### config.mk
export PLATFORM = sky130hd
export DESIGN_NAME = uart_rx_fifo_flat
export DESIGN_NICKNAME = d
export VERILOG_FILES = /design/src/rtl/uart_rx_fifo_if.sv /design/src/rtl/uart_rx_fifo.sv /design/src/flat_wrapper.sv
export SDC_FILE = /design/constraint.sdc
export NUM_CORES = 1
export LEC_CHECK = 0
export ABC_AREA = 1
export BUFFER_PORTS_ARGS = -buffer_cell sky130_fd_sc_hd__clkbuf_2
export CAP_MARGIN = 10
export CORE_MARGIN = 5
export CORE_UTILIZATION = 50
export CTS_CLUSTER_SIZE = 8
export DETAILED_ROUTE_END_ITERATION = 8
export PLACE_DENSITY = 0.63
export SLEW_MARGIN = 20
export SYNTH_ARGS = -nofsm -noshare
export SYNTH_HDL_FRONTEND = slang
export SYNTH_SLANG_ARGS = --single-unit
### constraint.sdc
create_clock -name clk -period 5.05 [get_ports clk]
set_input_delay 0.2525 -clock clk [delete_from_list [all_inputs] [get_ports clk]]
set_output_delay 0.2525 -clock clk [all_outputs]
set_load 0.1 [all_outputs]
### src/rtl/uart_rx_fifo_if.sv
// Pop-side bundle of the UART receive FIFO: head data, pop handshake, occupancy and sticky errors.
// Handshake: the head entry is popped on any clock where rvalid && rready; rdata is meaningful only while rvalid=1.
interface uart_rx_fifo_if #(
  parameter int FIFO_DEPTH = 16
);
  localparam int CW = $clog2(FIFO_DEPTH) + 1;

  logic [7:0]    rdata;
  logic          rvalid;
  logic          rready;
  logic          pending;
  logic [CW-1:0] count;
  logic          framing_err;
  logic          overrun;
  logic          err_clear;

  modport master (
    output rdata, rvalid, pending, count, framing_err, overrun,
    input  rready, err_clear
  );

  modport slave (
    input  rdata, rvalid, pending, count, framing_err, overrun,
    output rready, err_clear
  );
endinterface

### src/rtl/uart_rx_fifo.sv
// UART 8N1 receiver feeding a first-word-fall-through byte FIFO.
// The FIFO raises sticky framing/overrun flags that the reader clears.
module uart_rx_fifo #(
  parameter int CLK_FREQ   = 27000000,
  parameter int BAUD       = 115200,
  parameter int FIFO_DEPTH = 16
) (
  input  logic           clk,
  input  logic           reset,
  input  logic           rx,
  output logic [1:0]     dbg_state,
  uart_rx_fifo_if.master bus
);
  localparam int CLKS_PER_BIT = CLK_FREQ / BAUD;
  localparam int CNT_W        = $clog2(CLKS_PER_BIT);
  localparam int PW           = $clog2(FIFO_DEPTH);
  localparam int CW           = PW + 1;

  localparam logic [CNT_W-1:0] BIT_LAST  = CNT_W'(CLKS_PER_BIT - 1);
  localparam logic [CNT_W-1:0] HALF_LAST = CNT_W'(CLKS_PER_BIT / 2 - 1);
  localparam logic [CW-1:0]    DEPTH_C   = CW'(FIFO_DEPTH);

  typedef enum logic [1:0] {
    S_IDLE  = 2'd0,
    S_START = 2'd1,
    S_DATA  = 2'd2,
    S_STOP  = 2'd3
  } state_t;

  state_t           state;
  logic [CNT_W-1:0] cnt;
  logic [2:0]       bit_idx;
  logic [7:0]       shift;
  logic             framing_err;

  logic             rx_meta;
  logic             rxs;

  logic [7:0]       mem [FIFO_DEPTH];
  logic [PW-1:0]    wr_ptr;
  logic [PW-1:0]    rd_ptr;
  logic [CW-1:0]    count;
  logic             overrun;

  logic             stop_hit;
  logic             push;
  logic             pop;
  logic             accept;
  logic             rvalid;

  // Both stages reset high so a reset never looks like a start edge by itself.
  always_ff @(posedge clk) begin
    if (reset) begin
      rx_meta <= 1'b1;
      rxs     <= 1'b1;
    end else begin
      rx_meta <= rx;
      rxs     <= rx_meta;
    end
  end

  assign stop_hit = (state == S_STOP) && (cnt == BIT_LAST);
  assign push     = stop_hit && rxs;
  assign rvalid   = (count != '0);
  assign pop      = rvalid && bus.rready;
  assign accept   = push && ((count < DEPTH_C) || pop);

  always_ff @(posedge clk) begin
    if (reset) begin
      state       <= S_IDLE;
      cnt         <= '0;
      bit_idx     <= '0;
      shift       <= '0;
      framing_err <= 1'b0;
    end else begin
      case (state)
        S_IDLE: begin
          if (!rxs) begin
            state <= S_START;
            cnt   <= '0;
          end
        end
        S_START: begin
          if (cnt == HALF_LAST) begin
            cnt <= '0;
            if (!rxs) begin
              state   <= S_DATA;
              bit_idx <= '0;
            end else begin
              state <= S_IDLE;
            end
          end else begin
            cnt <= cnt + 1'b1;
          end
        end
        S_DATA: begin
          if (cnt == BIT_LAST) begin
            cnt            <= '0;
            shift[bit_idx] <= rxs;
            bit_idx        <= bit_idx + 1'b1;
            if (bit_idx == 3'd7) state <= S_STOP;
          end else begin
            cnt <= cnt + 1'b1;
          end
        end
        S_STOP: begin
          if (cnt == BIT_LAST) begin
            cnt   <= '0;
            state <= S_IDLE;
          end else begin
            cnt <= cnt + 1'b1;
          end
        end
        default: state <= S_IDLE;
      endcase

      // A new error outranks a simultaneous clear.
      if (stop_hit && !rxs)   framing_err <= 1'b1;
      else if (bus.err_clear) framing_err <= 1'b0;
    end
  end

  // Storage carries no reset; only the pointers and count define what is valid.
  always_ff @(posedge clk) begin
    if (accept) mem[wr_ptr] <= shift;
  end

  always_ff @(posedge clk) begin
    if (reset) begin
      wr_ptr  <= '0;
      rd_ptr  <= '0;
      count   <= '0;
      overrun <= 1'b0;
    end else begin
      if (accept) wr_ptr <= wr_ptr + 1'b1;
      if (pop)    rd_ptr <= rd_ptr + 1'b1;
      case ({accept, pop})
        2'b10:   count <= count + 1'b1;
        2'b01:   count <= count - 1'b1;
        default: count <= count;
      endcase
      if (push && !accept)    overrun <= 1'b1;
      else if (bus.err_clear) overrun <= 1'b0;
    end
  end

  assign bus.rdata       = mem[rd_ptr];
  assign bus.rvalid      = rvalid;
  assign bus.pending     = rvalid;
  assign bus.count       = count;
  assign bus.framing_err = framing_err;
  assign bus.overrun     = overrun;
  assign dbg_state       = state;
endmodule

### src/flat_wrapper.sv
// flat-port wrapper written by rule: the top's interface ports become plain ports
module uart_rx_fifo_flat 
#(
  parameter int CLK_FREQ   = 27000000,
  parameter int BAUD       = 115200,
  parameter int FIFO_DEPTH = 16
)
  (clk, reset, rx, dbg_state, bus_rdata, bus_rvalid, bus_pending, bus_count, bus_framing_err, bus_overrun, bus_rready, bus_err_clear);
  uart_rx_fifo_if #(.FIFO_DEPTH(FIFO_DEPTH)) bus_i ();
  input  logic clk;
  input  logic reset;
  input  logic rx;
  output logic [1:0] dbg_state;
  output wire logic [$bits(bus_i.rdata)-1:0] bus_rdata;
  output wire logic [$bits(bus_i.rvalid)-1:0] bus_rvalid;
  output wire logic [$bits(bus_i.pending)-1:0] bus_pending;
  output wire logic [$bits(bus_i.count)-1:0] bus_count;
  output wire logic [$bits(bus_i.framing_err)-1:0] bus_framing_err;
  output wire logic [$bits(bus_i.overrun)-1:0] bus_overrun;
  input wire logic [$bits(bus_i.rready)-1:0] bus_rready;
  input wire logic [$bits(bus_i.err_clear)-1:0] bus_err_clear;
  assign bus_rdata = bus_i.rdata;
  assign bus_rvalid = bus_i.rvalid;
  assign bus_pending = bus_i.pending;
  assign bus_count = bus_i.count;
  assign bus_framing_err = bus_i.framing_err;
  assign bus_overrun = bus_i.overrun;
  assign bus_i.rready = bus_rready;
  assign bus_i.err_clear = bus_err_clear;
  uart_rx_fifo #(.CLK_FREQ(CLK_FREQ), .BAUD(BAUD), .FIFO_DEPTH(FIFO_DEPTH)) u_core (.clk(clk), .reset(reset), .rx(rx), .dbg_state(dbg_state), .bus(bus_i));
endmodule
==> qor.csv, run 1 <==
stage;metric;value;unit
status;status;finished, final reports clean;
timing;setup_viol;0;
synth;syn_nets;732;
timing;rsz0062_at_grt;no;
place;gp_congestion;0.841;
clock_tree;cts_sinks;170;
floorplanning;fp.dieW;131;microns
synth;synth_top_area_cell;edfxtp_1;
clock_tree;numCtsBuffers;17;
clock_tree;clock_path_buffers;2;
drt;detail_route.wl_per_cell;17.1;microns
timing;drv_slew;0;
setup_path;endpoint_kind;output port;
timing;holdWs;0.0940;ns
setup_path;critPathLaunchType;flip-flop;
clock_tree;cts_tree;built;
timing;fin_crit;3.07;ns
synth;synth_most_common_cell;nor2_1;
floorplanning;core-area;0.0144;sq mm
global_route;antenna_found_initial;0;
synth;synthFlopType;edfxtp_1;
power;p_per_area;536;mW/mm^2
min_path;hold_class;in -> reg;
synth;synth.area.top_cells;edfxtp_1 53%, dfxtp_1 12%, nor2_1 8.0%;
setup_path;required;4.80;ns
synth;netlist_area;0.00727;sq mm
timing;max_clock_freq;326;MHz
floorplanning;rows;44;
clock_tree;path_clk_slew;0.06;ns
timing;finClkSkew;0.00700;ns
drt;drt-total-wl;15.9;mm
place;placed_area;0.00751;sq mm
drt;drt_iter0_markers;360;
power;vdd_drop_max;0.000776;V
timing;period_share;0.608;
global_route;grt_remaining_overflow;0;
place;dp_hpwl;10.2;mm
drt;viasPerCell;5.50;
setup_path;worstSetupPathType;reg -> out;
final_layout;num_antenna_cells;0;
place;portBuffers;23;
synth;synth_edf_count;128;
drt;firstDrtPassIters;5;
global_route;grt_start_max_net_pins;65;
synth;postSynthAreaPerCell;10.2;sq um
final_layout;drive_above_1_share;0.0914;
global_route;grt_pass1_wl;25.4;mm
final_layout;final_cell_count_no_fill;928;
timing;finalHoldViolCount;0;
clock_tree;cts_max_level;4;
timing;setup_tns;0;ns
floorplanning;ios;24;
clock_tree;cts-root-buf;clkbuf_16;
timing;worst_pin_slew;0.910;ns
clock_tree;clk_latency;0.42;ns
synth;synth_top_area_frac;0.529;
synth;synth-seq-area-share;0.645;
power;p_leak;2.96;nW
setup_path;cp_max_fo;37;
synth;synth_warnings;0;
drt;antenna_left;0;
synth;synth_cell_types;30;
final_layout;post-route-util;0.566;
global_route;track_usage;0.197;
setup_path;arrival;2.82;ns
floorplanning;initial_core_util;0.506;
synth;ys_ff_latch;170;
final_layout;num-nets-final;749;
global_route;grt_pass1_vias;4867;
place;place_inst;895;
floorplanning;die_h;131;microns
clock_tree;postCtsResizedCells;0;
drt;vias;5105;
final_layout;syn_to_final_growth;11.9;%
timing;maxSlewHeadroom;0.391;
synth;netlist_instances;714;
clock_tree;cts_setup_buffers;0;
synth;synth.top_cells.by_count;154 x nor2_1, 128 x edfxtp_1, 92 x nand2_1, 87 x o21ai_0, 51 x inv_1;
floorplanning;design.die.area;0.0170;sq mm
drt;remaining_drc_errors;0;
final_layout;stdcell_area;0.00814;sq mm
synth;async_reset_ff_frac;0;
job;drv_cap;0;
## sequential cells by signal (all words and copies together), names as in the netlist, 3 cells and up, named ones only
signal	count
u_core.mem	128
u_core.bit_idx	3
u_core.bus.count	5
u_core.rd_ptr	4
u_core.wr_ptr	4
u_core.shift	8
u_core.cnt	8
## where the power goes
group	switching (mW)	leakage, nW	total (mW)	internal (mW)
Sequential	0.0811	1.53	1.60	1.52
Combinational	1.12	1.13	1.42	0.302
Clock	0.516	0.296	1.33	0.818
Total	1.72	2.96	4.36	2.64
## timing repair
item	in CTS	in global routing
endpoints found under the hold margin	1	0
hold buffers	1	0
setup endpoints to repair	0	0
## area by class of cell
class,count,area (sq um)
clock buffer,22,474
timing repair buffer,27,148
tap,184,230
inverter,54,208
clock inverter,10,141
multi-input combinational,461,2250
sequential,170,4690
fill,1229,6230
## critical path, cell delays in order (launching register included)
cell      delay [ns]
dfxtp_2         0.73
buf_4           0.42
o21ai_0         0.13
o21ai_0         0.35
o211ai_1        0.17
nand2_1         0.12
clkbuf_2        0.46
## cell families after synthesis
| family | share of synthesized area |
|---|---|
| AND/OR/NAND/NOR | 0.165 |
| flip-flops | 0.645 |
| AO/OA/AOI/OAI | 0.115 |
| buffers and inverters | 0.0460 |
| adder cells (fa/ha/maj) | 0.0224 |
| XOR/XNOR | 0.00723 |
## layer usage
metal | up-vias | share of wire | global-route usage
met5 | - | 0 | 0
met4 | 0 | 0.025 | 0.0792
met3 | 27 | 0.046 | 0.0382
met2 | 144 | 0.49 | 0.319
met1 | 2447 | 0.44 | 0.262
li1 | 2487 | - | -
## worst paths after layout
kind	start	endpoint	cells after the start	slack [ns]
min reg2reg	u_core.rx_meta	u_core.rxs	1	0.41
min	bus_err_clear	u_core.bus.overrun	4	0.09
max	flip-flop	bus_rdata[3]	6	1.98
max reg2reg	u_core.cnt[0]	u_core.bus.count[4]	17	2.27
## through the flow
step	total power, mW	setup WS [ns]
floorplan	2.78	1.41
global placement	3.04	2.35
detailed placement	3.06	2.31
CTS	4.38	1.96
global route	4.57	1.73
finish	4.36	1.98
## layout by cell type (no fill, tap or decap), drive strengths merged, types with 2 or more instances in the layout
master	instances
ha	13
o21ai	88
inv	52
or2	2
nand4	4
a21oi	22
edfxtp	128
nor3	12
a211oi	4
clkinvlp	2
buf	3
nand3	25
xor2	6
bufinv	3
clkinv	7
nor2	154
nand2	96
o211ai	33
dfxtp	42
clkbuf	45
No activity file was read; power rests on OpenSTA's default activity.
==> run 2: changes to the inputs <==
- ABC_AREA: 1 -> 0
- clock period: 5.05 -> 3.1 ns (I/O delays scaled with it)
==> run 2 against run 1 <==
Against the previous run:
- largest cell class unchanged
- power grew 1.2%
- clock power is 47% higher
- largest power group unchanged
- flip-flop and latch count stayed put
- worst hold slack better by 0.0068 ns
- final area decreased by 0.88%
- wire length decreased by 15%
- critical path depth up 6
- critical path type is now reg -> reg
- sequential share of layout area increased by 0.57 points
- synthesized area decreased by 1.8%
==> qor.csv, run 2 <==
stage;metric;value;unit;change
global_route;grt_start_max_net_pins;45;;was 65
timing;setup_tns;0;ns;unchanged
floorplanning;core-area;0.0139;sq mm;was 0.0144 sq mm
place;place_inst;657;;was 895
floorplanning;fp.dieW;129;microns;was 131 microns
final_layout;final_common_cell;edfxtp_1;;was nor2_1
synth;synth_most_common_cell;edfxtp_1;;was nor2_1
synth;postSynthAreaPerCell;15.4;sq um;was 10.2 sq um
timing;holdWs;0.101;ns;was 0.0940 ns
setup_path;cp_max_fo;9;;was 37
status;status;finished, final reports clean;;unchanged
timing;worst_pin_slew;0.852;ns;was 0.910 ns
final_layout;regMostFlops;u_core.mem;;unchanged
setup_path;critPathLaunchType;flip-flop;;unchanged
timing;rsz0062_at_grt;no;;unchanged
global_route;grt_pass1_vias;4002;;was 4867
setup_path;cp_top_family;adder cells;;was buffers and inverters
clock_tree;clk_latency;0.42;ns;about the same
setup_path;required;3.40;ns;was 4.80 ns
synth;async_reset_ff_frac;0;;unchanged
clock_tree;numCtsBuffers;17;;unchanged
place;dp_hpwl;8.81;mm;was 10.2 mm
drt;antenna_left;0;;unchanged
clock_tree;path_clk_slew;0.06;ns;about the same
synth;synth_cell_types;52;;was 30
clock_tree;cts-root-buf;clkbuf_16;;unchanged
synth;synth.area.top_cells;edfxtp_1 54%, mux4_2 13%, dfxtp_1 12%;;was edfxtp_1 53%, dfxtp_1 12%, nor2_1 8.0%
job;drv_cap;0;;unchanged
timing;setup_viol;0;;unchanged
synth;synth-seq-area-share;0.656;;was 0.645
timing;max_clock_freq;350;MHz;
timing;fin_crit;2.85;ns;
setup_path;endpoint_kind;flip-flop;;was output port
power;switching_share;0.198;;was 0.394
global_route;track_usage;0.171;;was 0.197
global_route;antenna_found_initial;0;;unchanged
final_layout;num-nets-final;516;;was 749
clock_tree;cts_max_level;4;;unchanged
floorplanning;die_h;129;microns;was 131 microns
power;power;4.41;mW;was 4.36 mW
drt;remaining_drc_errors;0;;unchanged
setup_path;cp_num_buf_inv;2;;unchanged
synth;synthFlopType;edfxtp_1;;unchanged
clock_tree;postCtsResizedCells;0;;unchanged
power;clkPwrFrac;0.443;;was 0.306
place;pre_cts_ws;0.284;ns;was 2.31 ns
setup_path;cp_slowest_cell;dfxtp_1;;was dfxtp_2
power;p_switching;873;uW;was 1.72 mW
final_layout;top_regs;u_core.mem x128, u_core.cnt x8, u_core.shift x8;;unchanged
global_route;grt_remaining_overflow;0;;unchanged
global_route;grt_pass1_wl;21.5;mm;was 25.4 mm
synth;synth.top_cells.by_count;128 x edfxtp_1, 42 x dfxtp_1, 40 x mux4_2, 26 x a21oi_1, 25 x nor2_1;;was 154 x nor2_1, 128 x edfxtp_1, 92 x nand2_1, 87 x o21ai_0, 51 x inv_1
clock_tree;cts_sinks;170;;unchanged
drt;vias;3934;;was 5105
clock_tree;ctsHoldBuffers;2;;was 1
setup_path;arrival;3.16;ns;was 2.82 ns
drt;viasPerCell;5.69;;was 5.50
power;power_frac_seq;0.549;;was 0.367
final_layout;filler_cell_count;1096;;was 1229
place;gp_congestion;0.820;;was 0.841
final_layout;num_antenna_cells;0;;unchanged
synth;ys_ff_latch;170;;unchanged
drt;firstDrtPassIters;4;;was 5
timing;period_share;0.920;;
clock_tree;cts_tree;built;;unchanged
min_path;hold_class;in -> reg;;unchanged
final_layout;largest_reg_flops;128;;unchanged
synth;syn_nets;481;;was 732
final_layout;final_cell_count_no_fill;691;;was 928
timing;finClkSkew;0.00850;ns;was 0.00700 ns
power;p_int;3.54;mW;was 2.64 mW
synth;synth_top_area_cell;edfxtp_1;;unchanged
timing;maxSlewHeadroom;0.432;;was 0.391
setup_path;cp_cell_sequence;inv_1 -> ha_1 -> and4b_4 -> and4bb_1 -> inv_4 -> ha_1 -> xor2_1 -> ha_1 -> and3b_1 -> o21ai_0 -> a31oi_1 -> mux2_2;;was buf_4 -> o21ai_0 -> o21ai_0 -> o211ai_1 -> nand2_1 -> clkbuf_2
final_layout;stdcell_area;0.00807;sq mm;was 0.00814 sq mm
final_layout;drive_above_1_share;0.252;;was 0.0914
setup_path;slowest_delay;0.37;ns;was 0.73 ns
power;vdd_drop_max;0.000348;V;was 0.000776 V
timing;drv_slew;0;;unchanged
setup_path;critPathMostFrequentCell;ha_1;;was o21ai_0
synth;netlist_instances;463;;was 714
drt;drt-total-wl;13.4;mm;was 15.9 mm
setup_path;worstSetupPathType;reg -> reg;;was reg -> out
final_layout;post-route-util;0.579;;was 0.566
power;p_leak;2.66;nW;was 2.96 nW
place;placed_area;0.00751;sq mm;about the same
place;portBuffers;23;;unchanged
final_layout;layout_common_cells;128 x edfxtp_1, 40 x mux4_2, 37 x dfxtp_1;;was 154 x nor2_1, 128 x edfxtp_1, 92 x nand2_1
synth;synth_top_area_frac;0.539;;was 0.529
drt;drt_iter0_markers;263;;was 360
timing;finalHoldViolCount;0;;unchanged
power;p_per_area;547;mW/mm^2;was 536 mW/mm^2
synth;synth_edf_count;128;;unchanged
drt;detail_route.wl_per_cell;19.4;microns;was 17.1 microns
floorplanning;initial_core_util;0.512;;was 0.506
synth;netlist_area;0.00714;sq mm;was 0.00727 sq mm
synth;synth_warnings;0;;unchanged
clock_tree;clock_path_buffers;2;;unchanged
power;p_comb_frac;0.008;;was 0.327
clock_tree;cts_setup_buffers;0;;unchanged
final_layout;syn_to_final_growth;13.0;%;was 11.9%
floorplanning;design.die.area;0.0168;sq mm;was 0.0170 sq mm
floorplanning;rows;43;;was 44
timing;setup_slack;0.247;ns;was 1.98 ns
floorplanning;ios;24;;unchanged
==> run 2: cell types whose count changed after synthesis, sizes merged, moves of 33 or more <==
cell / delta
inv: -43
mux4: +40
nand2: -74
nor2: -129
o211ai: -33
o21ai: -76
==> run 2: cells by family after synthesis <==
| logic type | count (synthesis) | synth area share |
|---|---|---|
| buffers and inverters | 37 | 0.0233 |
| and+or+nand+nor | 128 | 0.101 |
| AOI/OAI and AO/OA | 65 | 0.0568 |
| xor gates and xnor gates | 5 | 0.00614 |
| DFF | 170 | 0.656 |
| adders and majority gates | 13 | 0.0228 |
| muxes | 45 | 0.134 |
==> run 2: power groups by stage <==
stage | clock network (mW) | registers, mW | logic [mW]
2_1_floorplan | 0 | 2.47 | 0.0227
3_3_place_gp | 0 | 2.47 | 0.0341
4_1_cts | 1.99 | 2.42 | 0.0367
3_5_place_dp | 0 | 2.47 | 0.0347
5_1_grt | 2.10 | 2.42 | 0.0402
6_report | 1.95 | 2.42 | 0.0362
==> run 2: area by class of cell <==
type / count / area [sq um] / area share
Clock buffer: 22 / 444 / 0.0551
Clock inverter: 10 / 93.8 / 0.0116
Inverter: 9 / 36.3 / 0.00450
Multi-Input combinational cell: 256 / 2280 / 0.283
Sequential cell: 170 / 4690 / 0.582
Tap cell: 180 / 225 / 0.0279
Timing Repair Buffer: 44 / 290 / 0.0360
==> run 2: final timing paths <==
check                               startpoint                  end  slack, ns  cells past startpoint
worst max-delay path             u_core.cnt[1]  u_core.bus.count[4]       0.25                     12
worst min register to register  u_core.rx_meta           u_core.rxs       0.41                      1
worst min-delay path                bus_rready     u_core.rd_ptr[1]       0.10                      3
worst max register to register   u_core.cnt[1]  u_core.bus.count[4]       0.25                     12
==> run 2: worst register-to-register path, stage by stage, from the launching register on <==
cell and delay (ns):
dfxtp_1 0.37, inv_1 0.08, ha_1 0.22, and4b_4 0.21
and4bb_1 0.24, inv_4 0.10, ha_1 0.36, xor2_1 0.19
ha_1 0.19, and3b_1 0.15, o21ai_0 0.07, a31oi_1 0.20
mux2_2 0.35
==> run 2: routing by layer <==
metal,wire [microns],track usage
met1,6010,0.228
met2,6680,0.280
met3,495,0.0330
met4,222,0.0697
met5,0,0
==> run 3: changes to the inputs <==
- ABC_AREA: 0 -> 1
==> run 3 against run 2 <==
Against the previous run:
- worst setup slack improved by 0.27 ns
- non-clock buffer count decreased by 11
- final area increased by 2.8%
- wire length increased by 20%
- first-iteration DRC count increased by 76%
- sequential share of layout area decreased by 1.4 points
- critical endpoint unchanged
- highest routed layer unchanged
==> qor.csv, run 3 (synthesis results as in run 1) <==
stage;metric;value;unit;change
final_layout;layout_common_cells;153 x nor2_1, 128 x edfxtp_1, 92 x nand2_1;;was 128 x edfxtp_1, 40 x mux4_2, 37 x dfxtp_1
floorplanning;core-area;0.0144;sq mm;was 0.0139 sq mm
clock_tree;cts_max_level;4;;unchanged
power;p_leak;3.00;nW;was 2.66 nW
global_route;grt_pass1_wl;25.7;mm;was 21.5 mm
timing;setup_viol;0;;unchanged
setup_path;endpoint_kind;flip-flop;;unchanged
min_path;hold_start;bus_rready;;unchanged
drt;antenna_left;0;;unchanged
drt;remaining_drc_errors;0;;unchanged
floorplanning;rows;44;;was 43
setup_path;arrival;2.93;ns;was 3.16 ns
floorplanning;initial_core_util;0.506;;was 0.512
final_layout;filler_cell_count;1244;;was 1096
power;vdd_drop_max;0.000764;V;was 0.000348 V
timing;period_share;0.832;;was 0.920
place;place_inst;900;;was 657
job;drv_cap;0;;unchanged
final_layout;stdcell_area;0.00829;sq mm;was 0.00807 sq mm
clock_tree;cts-root-buf;clkbuf_16;;unchanged
final_layout;top_regs;u_core.mem x128, u_core.cnt x8, u_core.shift x8;;unchanged
drt;vias;5122;;was 3934
floorplanning;fp.dieW;131;microns;was 129 microns
timing;drv_slew;0;;unchanged
timing;maxSlewHeadroom;0.463;;was 0.432
final_layout;syn_to_final_growth;14.0;%;was 13.0%
setup_path;rrSetupSlack;0.52;ns;was 0.25 ns
min_path;hold_class;in -> reg;;unchanged
clock_tree;clock_path_buffers;2;;unchanged
setup_path;slowest_delay;0.43;ns;was 0.37 ns
drt;viasPerCell;5.48;;was 5.69
setup_path;cp_max_fo;11;;was 9
clock_tree;ctsHoldBuffers;2;;unchanged
timing;max_clock_freq;388;MHz;was 350 MHz
setup_path;cp_cell_sequence;ha_1 -> nand2_1 -> nor2_1 -> nand2_1 -> nor3_4 -> nand2_2 -> ha_4 -> xor2_2 -> ha_2 -> inv_1 -> nand2_1 -> nand3_1 -> nand2_1 -> nand2_1 -> nand2_1 -> nand2_1 -> a21oi_1;;was inv_1 -> ha_1 -> and4b_4 -> and4bb_1 -> inv_4 -> ha_1 -> xor2_1 -> ha_1 -> and3b_1 -> o21ai_0 -> a31oi_1 -> mux2_2
final_layout;final_common_cell;nor2_1;;was edfxtp_1
clock_tree;cts_sinks;170;;unchanged
setup_path;reg2reg_depth;17;;was 12
final_layout;largest_reg_flops;128;;unchanged
final_layout;drive_above_1_share;0.113;;was 0.252
setup_path;worstSetupPathType;reg -> reg;;unchanged
clock_tree;cts_tree;built;;unchanged
drt;detail_route.wl_per_cell;17.2;microns;was 19.4 microns
drt;firstDrtPassIters;5;;was 4
global_route;grt_pass1_vias;4967;;was 4002
status;status;finished, final reports clean;;unchanged
clock_tree;path_clk_slew;0.07;ns;was 0.06 ns
floorplanning;die_h;131;microns;was 129 microns
timing;worst_pin_slew;0.804;ns;was 0.852 ns
floorplanning;design.die.area;0.0170;sq mm;was 0.0168 sq mm
global_route;track_usage;0.199;;was 0.171
min_path;min_path_cells;4;;was 3
final_layout;num_antenna_cells;0;;unchanged
timing;finClkSkew;0.00597;ns;was 0.00850 ns
final_layout;num-nets-final;755;;was 516
clock_tree;cts_setup_buffers;0;;unchanged
place;dp_hpwl;10.6;mm;was 8.81 mm
place;placed_area;0.00771;sq mm;was 0.00751 sq mm
timing;rsz0062_at_grt;no;;unchanged
clock_tree;postCtsResizedCells;0;;unchanged
drt;drt-total-wl;16.1;mm;was 13.4 mm
setup_path;r2r_end;u_core.bus.count[4];;unchanged
setup_path;r2r_start;u_core.cnt[0];;was u_core.cnt[1]
global_route;antenna_found_initial;0;;unchanged
global_route;grt_remaining_overflow;0;;unchanged
setup_path;cp_slowest_cell;dfxtp_1;;unchanged
setup_path;critPathLaunchType;flip-flop;;unchanged
final_layout;regMostFlops;u_core.mem;;unchanged
power;p_per_area;878;mW/mm^2;was 547 mW/mm^2
min_path;min_to;u_core.bus.overrun;;was u_core.rd_ptr[1]
floorplanning;ios;24;;unchanged
clock_tree;numCtsBuffers;17;;unchanged
setup_path;critPathMostFrequentCell;nand2_1;;was ha_1
setup_path;required;3.45;ns;was 3.40 ns
global_route;grt_start_max_net_pins;65;;was 45
drt;drt_iter0_markers;463;;was 263
place;portBuffers;23;;unchanged
clock_tree;clk_latency;0.43;ns;was 0.42 ns
final_layout;final_cell_count_no_fill;934;;was 691
place;gp_congestion;0.901;;was 0.820
timing;fin_crit;2.58;ns;was 2.85 ns
timing;finalHoldViolCount;0;;unchanged
==> run 3: layout make-up <==
cell class                 count  area (sq um)  share of cell area
timing repair buffer          33           315              0.0380
inverter                      54           208              0.0251
clock inverter                15           131              0.0158
tap                          184           230              0.0278
clock buffer                  17           425              0.0513
sequential                   170          4700               0.568
multi-input combinational    461          2270               0.274
==> run 3: metal layers <==
| layer | track usage | part of all wire | up-vias |
|---|---|---|---|
| met5 | 0 | 0 | - |
| met4 | 0.0720 | 0.018 | 0 |
| met3 | 0.0419 | 0.051 | 25 |
| met2 | 0.324 | 0.49 | 158 |
| met1 | 0.267 | 0.44 | 2432 |
| li1 | - | - | 2507 |
==> run 3: report_power, final <==
group	switching, mW	leakage, nW	total, mW	internal [mW]
clock	0.939	0.272	2.00	1.06
sequential	0.108	1.53	2.59	2.49
combinational	1.92	1.20	2.69	0.766
==> run 3: per-stage QoR <==
stage                     hold slack (ns)  setup TNS (ns)  setup WS, ns   util  power (mW)
after floorplan                     0.259          -0.341        -0.159      -        4.57
after global placement              0.345               0         0.591  0.537        5.30
after detailed placement            0.345               0         0.491  0.537        5.33
after CTS                          0.0232               0         0.497  0.577        7.33
after global routing               0.0506               0         0.103  0.577        7.63
final                              0.0308               0         0.521  0.577        7.28
==> run 3: how the worst max path moves through the flow <==
stage	startpoint	end	depth (start not counted)
detailed placement	u_core.cnt[0]	u_core.mem[13][2]	9
CTS	u_core.cnt[0]	u_core.mem[6][7]	9
global route	u_core.cnt[0]	u_core.bus.count[4]	17
global placement	u_core.cnt[0]	u_core.bus.count[4]	17
finish	u_core.cnt[0]	u_core.bus.count[4]	17
floorplan	u_core.bus.count[1]	u_core.bus.count[4]	16
==> run 3: worst max-delay path, delay by kind of cell (launching register included) <==
family          cells  cell delay (ns)
flops               1             0.43
simple gates       11             1.18
compound gates      1             0.11
buf+inv             1             0.03
fa+ha+maj           3             0.61
xor+xnor            1             0.14
